**src/rtl/program_counter.sv**
```systemverilog
// Fetch program counter and fetch-to-decode instruction register for the RV32 core.
// Build option: define PC_ALIGN_EN to force redirect targets to word alignment.
module program_counter #(
  parameter int unsigned             ADDR_W     = 32,
  parameter int unsigned             INST_W     = 32,
  parameter logic [ADDR_W-1:0]       RESET_ADDR = ADDR_W'(32'h0000_0000),
  parameter logic [INST_W-1:0]       NOP_INST   = INST_W'(32'h0000_0013)
) (
  input  logic              clk,
  input  logic              rst,
  input  logic [INST_W-1:0] inst,
  input  logic              jump,
  input  logic [ADDR_W-1:0] jump_addr,
  input  logic              hold,
  output logic [ADDR_W-1:0] pc_o,
  output logic [INST_W-1:0] inst_o
);

  localparam int unsigned INST_BYTES = 4;

  logic [ADDR_W-1:0] jump_target_c;
  logic [ADDR_W-1:0] pc_next_c;
  logic [INST_W-1:0] inst_next_c;

`ifdef PC_ALIGN_EN
  assign jump_target_c = {jump_addr[ADDR_W-1:2], 2'b00};
`else
  assign jump_target_c = jump_addr;
`endif

  // Redirect flushes the wrong-path word; stall holds both registers.
  always_comb begin
    pc_next_c   = pc_o + ADDR_W'(INST_BYTES);
    inst_next_c = inst;
    if (jump) begin
      pc_next_c   = jump_target_c;
      inst_next_c = NOP_INST;
    end else if (hold) begin
      pc_next_c   = pc_o;
      inst_next_c = inst_o;
    end
  end

  always_ff @(posedge clk) begin
    if (rst) begin
      pc_o   <= RESET_ADDR;
      inst_o <= NOP_INST;
    end else begin
      pc_o   <= pc_next_c;
      inst_o <= inst_next_c;
    end
  end

endmodule

```
**config.mk**
```make
export PLATFORM = sky130hd
export DESIGN_NAME = program_counter
export DESIGN_NICKNAME = d
export VERILOG_FILES = /design/src/rtl/program_counter.sv
export SDC_FILE = /design/constraint.sdc
export NUM_CORES = 1
export LEC_CHECK = 0
export ABC_AREA = 1
export ABC_CLOCK_PERIOD_IN_PS = 3900
export CORE_MARGIN = 1.5
export CORE_UTILIZATION = 48
export CTS_BUF_LIST = sky130_fd_sc_hd__clkbuf_8
export DETAILED_ROUTE_END_ITERATION = 10
export GPL_TIMING_DRIVEN = 0
export HOLD_SLACK_MARGIN = 0.08
export PLACE_DENSITY_LB_ADDON = 0.08
export SLEW_MARGIN = 20
export SYNTH_ARGS = -nofsm -noshare
export SYNTH_HDL_FRONTEND = slang
export SYNTH_SLANG_ARGS = --single-unit
```
**constraint.sdc**
```tcl
create_clock -name clk -period 3.9 [get_ports clk]
set_input_delay 0.78 -clock clk [delete_from_list [all_inputs] [get_ports clk]]
set_output_delay 0.78 -clock clk [all_outputs]
set_load 0.01 [all_outputs]
```
==> results of run 1 <==
[power groups by stage]
stage                     registers (mW)  clock network [mW]  logic [mW]
after detailed placement           0.731                   0       0.264
after global placement             0.729                   0       0.260
after floorplan                    0.739                   0      0.0968
final                              0.716               0.779       0.265
after CTS                          0.715               0.779       0.266
after global routing               0.720               0.807       0.291
[per-stage QoR]
step / worst slack [ns] / std cells / utilization / hold slack, ns / cell area (sq um)
floorplan: 2.26 / 515 / - / 0.481 / 3300
global placement: 1.51 / 725 / 0.700 / 0.441 / 4700
detailed placement: 1.42 / 725 / 0.700 / 0.457 / 4700
CTS: 1.73 / 741 / 0.739 / 0.469 / 4970
global route: 1.67 / 741 / 0.739 / 0.482 / 4970
finish: 1.73 / 741 / 0.739 / 0.465 / 4970
[worst max-delay path by stage]
stage,to,slack [ns],cells past startpoint
2_1_floorplan,inst_o[10],2.26,6
3_3_place_gp,pc_o[11],1.51,7
3_5_place_dp,pc_o[11],1.42,7
4_1_cts,pc_o[8],1.73,1
5_1_grt,pc_o[11],1.67,7
6_report,pc_o[8],1.73,1
[layer usage]
layer	wire length, um	up-vias	GRT usage	share of wire
met2	4690	149	0.482	0.48
met4	247	0	0.125	0.025
met5	0	-	0	0
li1	-	1904	-	-
met3	869	21	0.0857	0.089
met1	3960	1675	0.288	0.41
[sequential cells by signal, indices dropped and copies added (netlist names)]
name	flops
inst_o	32
pc_o	32
[kinds of logic (layout without fill, tap and decap cells)]
kind of cell    count (synthesis)  count (layout)  share of synthesized area
simple gates                  272             272                      0.350
compound gates                 94              94                      0.146
buf+inv                        78             224                     0.0952
flops                          64              64                      0.388
xor+xnor                        6               6                     0.0159
fa+ha+maj                       1               1                    0.00379
[area by class of cell]
cell class / count / area, sq um / share of cell area
flip-flops and latches: 64 / 1280 / 0.258
well taps: 80 / 100 / 0.0202
plain buffers: 21 / 100 / 0.0202
repair buffers: 130 / 1300 / 0.262
multi-input cells: 373 / 1700 / 0.343
clock buffers: 9 / 124 / 0.0249
clock inverters: 7 / 143 / 0.0287
inverters: 57 / 214 / 0.0431
[placed cells by master, fill, tap and decap left out]
master	instances
inv_2	1
a21oi_2	1
o211ai_1	1
clkbuf_1	10
buf_1	3
nand3_2	1
nand2_2	4
buf_2	6
a31oi_1	5
nor2_2	4
ha_1	1
clkbuf_8	10
bufinv_16	4
clkinv_2	1
dfxtp_1	64
inv_6	1
nand2_4	1
xor2_1	3
nand3b_1	1
nand2_1	176
or2_2	1
nand3_1	36
nor2_4	6
and2_1	2
clkdlybuf4s50_1	130
xnor2_1	3
clkinv_4	1
a21oi_1	52
nor2_1	40
inv_1	56
o21ai_0	35
buf_4	1
==> metrics.cfg, run 1 <==
[yosys]
synthesis.nets = 584
synth_area_leaders = dfxtp_1 (39%), nand2_1 (20%), a21oi_1 (7.9%)
yosysMostFrequentCell = nand2_1
synth_flop_cell = dfxtp_1
synth_cells = 515
synth_top_area_cell = dfxtp_1
synth_cell_types = 27
synth_seq_cells = 64
synthesis.area_sq_um = 3300
yosysWarnings = 0
synth_edf_count = 0
yosysSeqAreaShare = 0.388
yosys-top-cells-count = nand2_1 (176), dfxtp_1 (64), inv_1 (56)
async_flop_share = 0
synth_top_area_share = 0.388
syn_area_per_cell_sq_um = 6.41

[floorplanning]
dieArea_sq_um = 7380
num_rows = 30
die_h_um = 85.9
top_level_ports = 132
core_sq_um = 6720
start_util = 0.491
die_x_um = 85.9

[clock_network]
post-cts-setup-buffers = 0
numCtsBuffers = 9
holdBufCountCts = 0
cts_buffer_depth = 2
cts.htree.levels = 3
ctsRootBufferMaster = clkbuf_8
cts-resized-gates = 0
tritoncts = built
clock_latency_ns = 0.35
clk_pin_slew_worst_paths_ns = 0.08
cts_sinks = 64

[detailed_routing]
ant_nets = 0
post-route-drc-count = 0
viasPerCell = 5.06
drt-pass1-iter-count = 5
routedWlPerCell_um = 13.2
via_count = 3749
totalWireLength_mm = 9.77
drt_iter0_markers = 148

[cells_and_area]
syn_to_final_growth_pct = 50.5
n_antenna_cell = 0
fillers = 587
drive_above_1_share = 0.0651
final_nets = 725

[grt]
grt_pass1_vias = 3539
antenna_found_initial = 0
overflow = 0
grt_pass1_wl_mm = 15.7
grt_max_degree = 13
globalRouteTotalUtil = 0.269

[worst_setup_path]
worstPathArrival_ns = 1.39
r2r_setup_slack_ns = 2.26
cp_top_family = buffers and inverters
cp_slowest_cell = clkdlybuf4s50_1
startpoint = pc_o[8]
worstPathCellList = clkdlybuf4s50_1
cp.required_ns = 3.12
r2r_cells = 9
rr_startpoint = pc_o[2]
critPathMaxStageDelay_ns = 0.59
crit_path_start_kind = flip-flop
crit_path_end_kind = output pin
crit_fanout = 5
criticalPathCategory = flip-flop to output pin
path_buf_inv = 1
r2r_end = pc_o[24]

[place]
io_buffer_count = 130
place_congestion = 0.951
dp_hpwl_mm = 7.42

[worst_hold_path]
min-delay-start = inst_o[28]
min_path_cells = 2
whs_endpoint = inst_o[28]
min_path_type = flip-flop to flip-flop

[flow_run]
drv_cap = 0

[sta]
finalSetupViolCount = 0
fin_skew_ns = 0.0118
rsz0062_at_grt = false
setup_tns_ns = 0
timing.fmax_mhz = 462
layout_worst_path_cycle_share = 0.555
max_slew_margin = 0.675
hold_viol = 0
drv_slew = 0
finalCriticalPeriod_ns = 2.17
tightest_slew_ns = 0.488

[power]
power_density_nw_per_um2 = 354
swShare = 0.248
seqPwrFrac = 0.407
clockPowerShare = 0.442
intPower_mw = 1.32
p_total_mw = 1.76
p_leak_nw = 1.91
ir_worst_vdd_uv = 274
pwr-share-comb = 0.151
p_switching_mw = 0.437

[outcome]
status = finished clean

Power figures use the tool's default switching activity.
==> run 2: changes to the inputs <==
--- a/config.mk
+++ b/config.mk
@@ -6,9 +6,9 @@
 export NUM_CORES = 1
 export LEC_CHECK = 0
 export ABC_AREA = 1
-export ABC_CLOCK_PERIOD_IN_PS = 3900
+export ABC_CLOCK_PERIOD_IN_PS = 2050
 export CORE_MARGIN = 1.5
-export CORE_UTILIZATION = 48
+export CORE_UTILIZATION = 45
 export CTS_BUF_LIST = sky130_fd_sc_hd__clkbuf_8
 export DETAILED_ROUTE_END_ITERATION = 10
 export GPL_TIMING_DRIVEN = 0
==> constraint.sdc (replaced) <==
create_clock -name clk -period 2.05 [get_ports clk]
set_input_delay 0.41 -clock clk [delete_from_list [all_inputs] [get_ports clk]]
set_output_delay 0.41 -clock clk [all_outputs]
set_load 0.01 [all_outputs]
==> metrics.cfg, run 2 (synthesized netlist as in run 1, its figures left out) <==
[outcome]
status = finished clean

[worst_setup_path]
criticalPathCategory = flip-flop to output pin
r2r_cells = 9
cp_top_family = buffers and inverters
r2r_setup_slack_ns = 0.39
cp.required_ns = 1.64
crit_path_start_kind = flip-flop
cp.depth = 1
worstPathCellList = clkdlybuf4s50_1
crit_fanout = 5
critPathMaxStageDelay_ns = 0.58
crit_path_end_kind = output pin
path_buf_inv = 1
worstPathArrival_ns = 1.38
cp_slowest_cell = clkdlybuf4s50_1

[power]
p_leak_nw = 1.87
intPower_mw = 2.18
swShare = 0.276
ir_worst_vdd_uv = 430
clockPowerShare = 0.380
power_density_nw_per_um2 = 611
seqPwrFrac = 0.452
p_switching_mw = 0.832
pwr-share-comb = 0.168

[detailed_routing]
ant_nets = 0
drt_iter0_markers = 175
routedWlPerCell_um = 12.9
via_count = 3712
drt-pass1-iter-count = 5
viasPerCell = 4.88
totalWireLength_mm = 9.84
post-route-drc-count = 0

[sta]
tightest_slew_ns = 0.492
fin_ws_ns = 0.257
fin_skew_ns = 0.0105
whs_ns = 0.360
timing.fmax_mhz = 558
finalCriticalPeriod_ns = 1.79
drv_slew = 0
hold_viol = 0
finalSetupViolCount = 0
layout_worst_path_cycle_share = 0.875
rsz0062_at_grt = false
max_slew_margin = 0.672

[grt]
grt_max_degree = 13
globalRouteTotalUtil = 0.256
grt_pass1_vias = 3494
overflow = 0
grt_pass1_wl_mm = 15.5
antenna_found_initial = 0

[floorplanning]
die_h_um = 88.6
dieArea_sq_um = 7850
start_util = 0.460
core_sq_um = 7180
top_level_ports = 132
num_rows = 31
die_x_um = 88.6

[cells_and_area]
layout_common_cells = nand2_1 (176), clkdlybuf4s50_1 (130), dfxtp_1 (64)
fillers = 674
syn_to_final_growth_pct = 49.4
top_regs = inst_o (32), pc_o (32)
n_antenna_cell = 0
drive_above_1_share = 0.0651
final_nets = 725
final_common_cell = nand2_1

[clock_network]
tritoncts = built
cts_buffer_depth = 2
holdBufCountCts = 0
clk_pin_slew_worst_paths_ns = 0.08
clock_latency_ns = 0.34
ctsRootBufferMaster = clkbuf_8
cts_sinks = 64
cts.htree.levels = 3
numCtsBuffers = 9
cts-resized-gates = 0
post-cts-setup-buffers = 0

[worst_hold_path]
min_path_cells = 2
min_path_type = input port to flip-flop

[place]
io_buffer_count = 130
pre_cts_ws_ns = -0.0420
dp_hpwl_mm = 7.51
place_congestion = 0.920

[flow_run]
drv_cap = 0

-- run 2: final timing paths --
kind / to / start
max: pc_o[8] / pc_o[8]
min: pc_o[8] / rst
max reg2reg: pc_o[24] / pc_o[2]
min reg2reg: inst_o[31] / inst_o[31]
-- run 2: stage by stage --
step / area, sq um / util / TNS (ns) / cells / power (mW)
2_1_floorplan: 3300 / - / 0 / 515 / 1.59
3_3_place_gp: 4720 / 0.658 / 0 / 744 / 1.88
3_5_place_dp: 4720 / 0.658 / -0.0420 / 744 / 1.89
4_1_cts: 4930 / 0.687 / 0 / 760 / 3.03
5_1_grt: 4930 / 0.687 / 0 / 760 / 3.14
6_report: 4930 / 0.687 / 0 / 760 / 3.01
-- run 2: area by class of cell --
cell class              instances  area, sq um  area share
clock inverters                 6         67.6      0.0137
flip-flops and latches         64         1280       0.260
inverters                      57          214      0.0434
multi-input cells             373         1700       0.346
clock buffers                  10          138      0.0279
well taps                      99          124      0.0251
repair buffers                130         1300       0.264
plain buffers                  21          100      0.0203
-- run 2: power groups by stage --
stage | clock network (mW) | registers (mW) | logic (mW)
5_1_grt | 1.21 | 1.37 | 0.556
6_report | 1.15 | 1.36 | 0.505
4_1_cts | 1.16 | 1.36 | 0.509
3_5_place_dp | 0 | 1.39 | 0.505
3_3_place_gp | 0 | 1.39 | 0.495
2_1_floorplan | 0 | 1.41 | 0.184
-- run 2: per-layer routing --
| layer | wire (um) | GRT usage | vias to the layer above |
|---|---|---|---|
| met4 | 217 | 0.0966 | 0 |
| met5 | 0 | 0 | - |
| met2 | 4700 | 0.443 | 126 |
| met1 | 4250 | 0.303 | 1659 |
| met3 | 662 | 0.0662 | 15 |
| li1 | - | - | 1912 |
==> run 3: changes to the inputs <==
--- a/config.mk
+++ b/config.mk
@@ -18,3 +18,4 @@
 export SYNTH_ARGS = -nofsm -noshare
 export SYNTH_HDL_FRONTEND = slang
 export SYNTH_SLANG_ARGS = --single-unit
+export TNS_END_PERCENT = 50
==> results of run 3 <==
No change in the layout: final DEF, timing and power equal those of run 2.
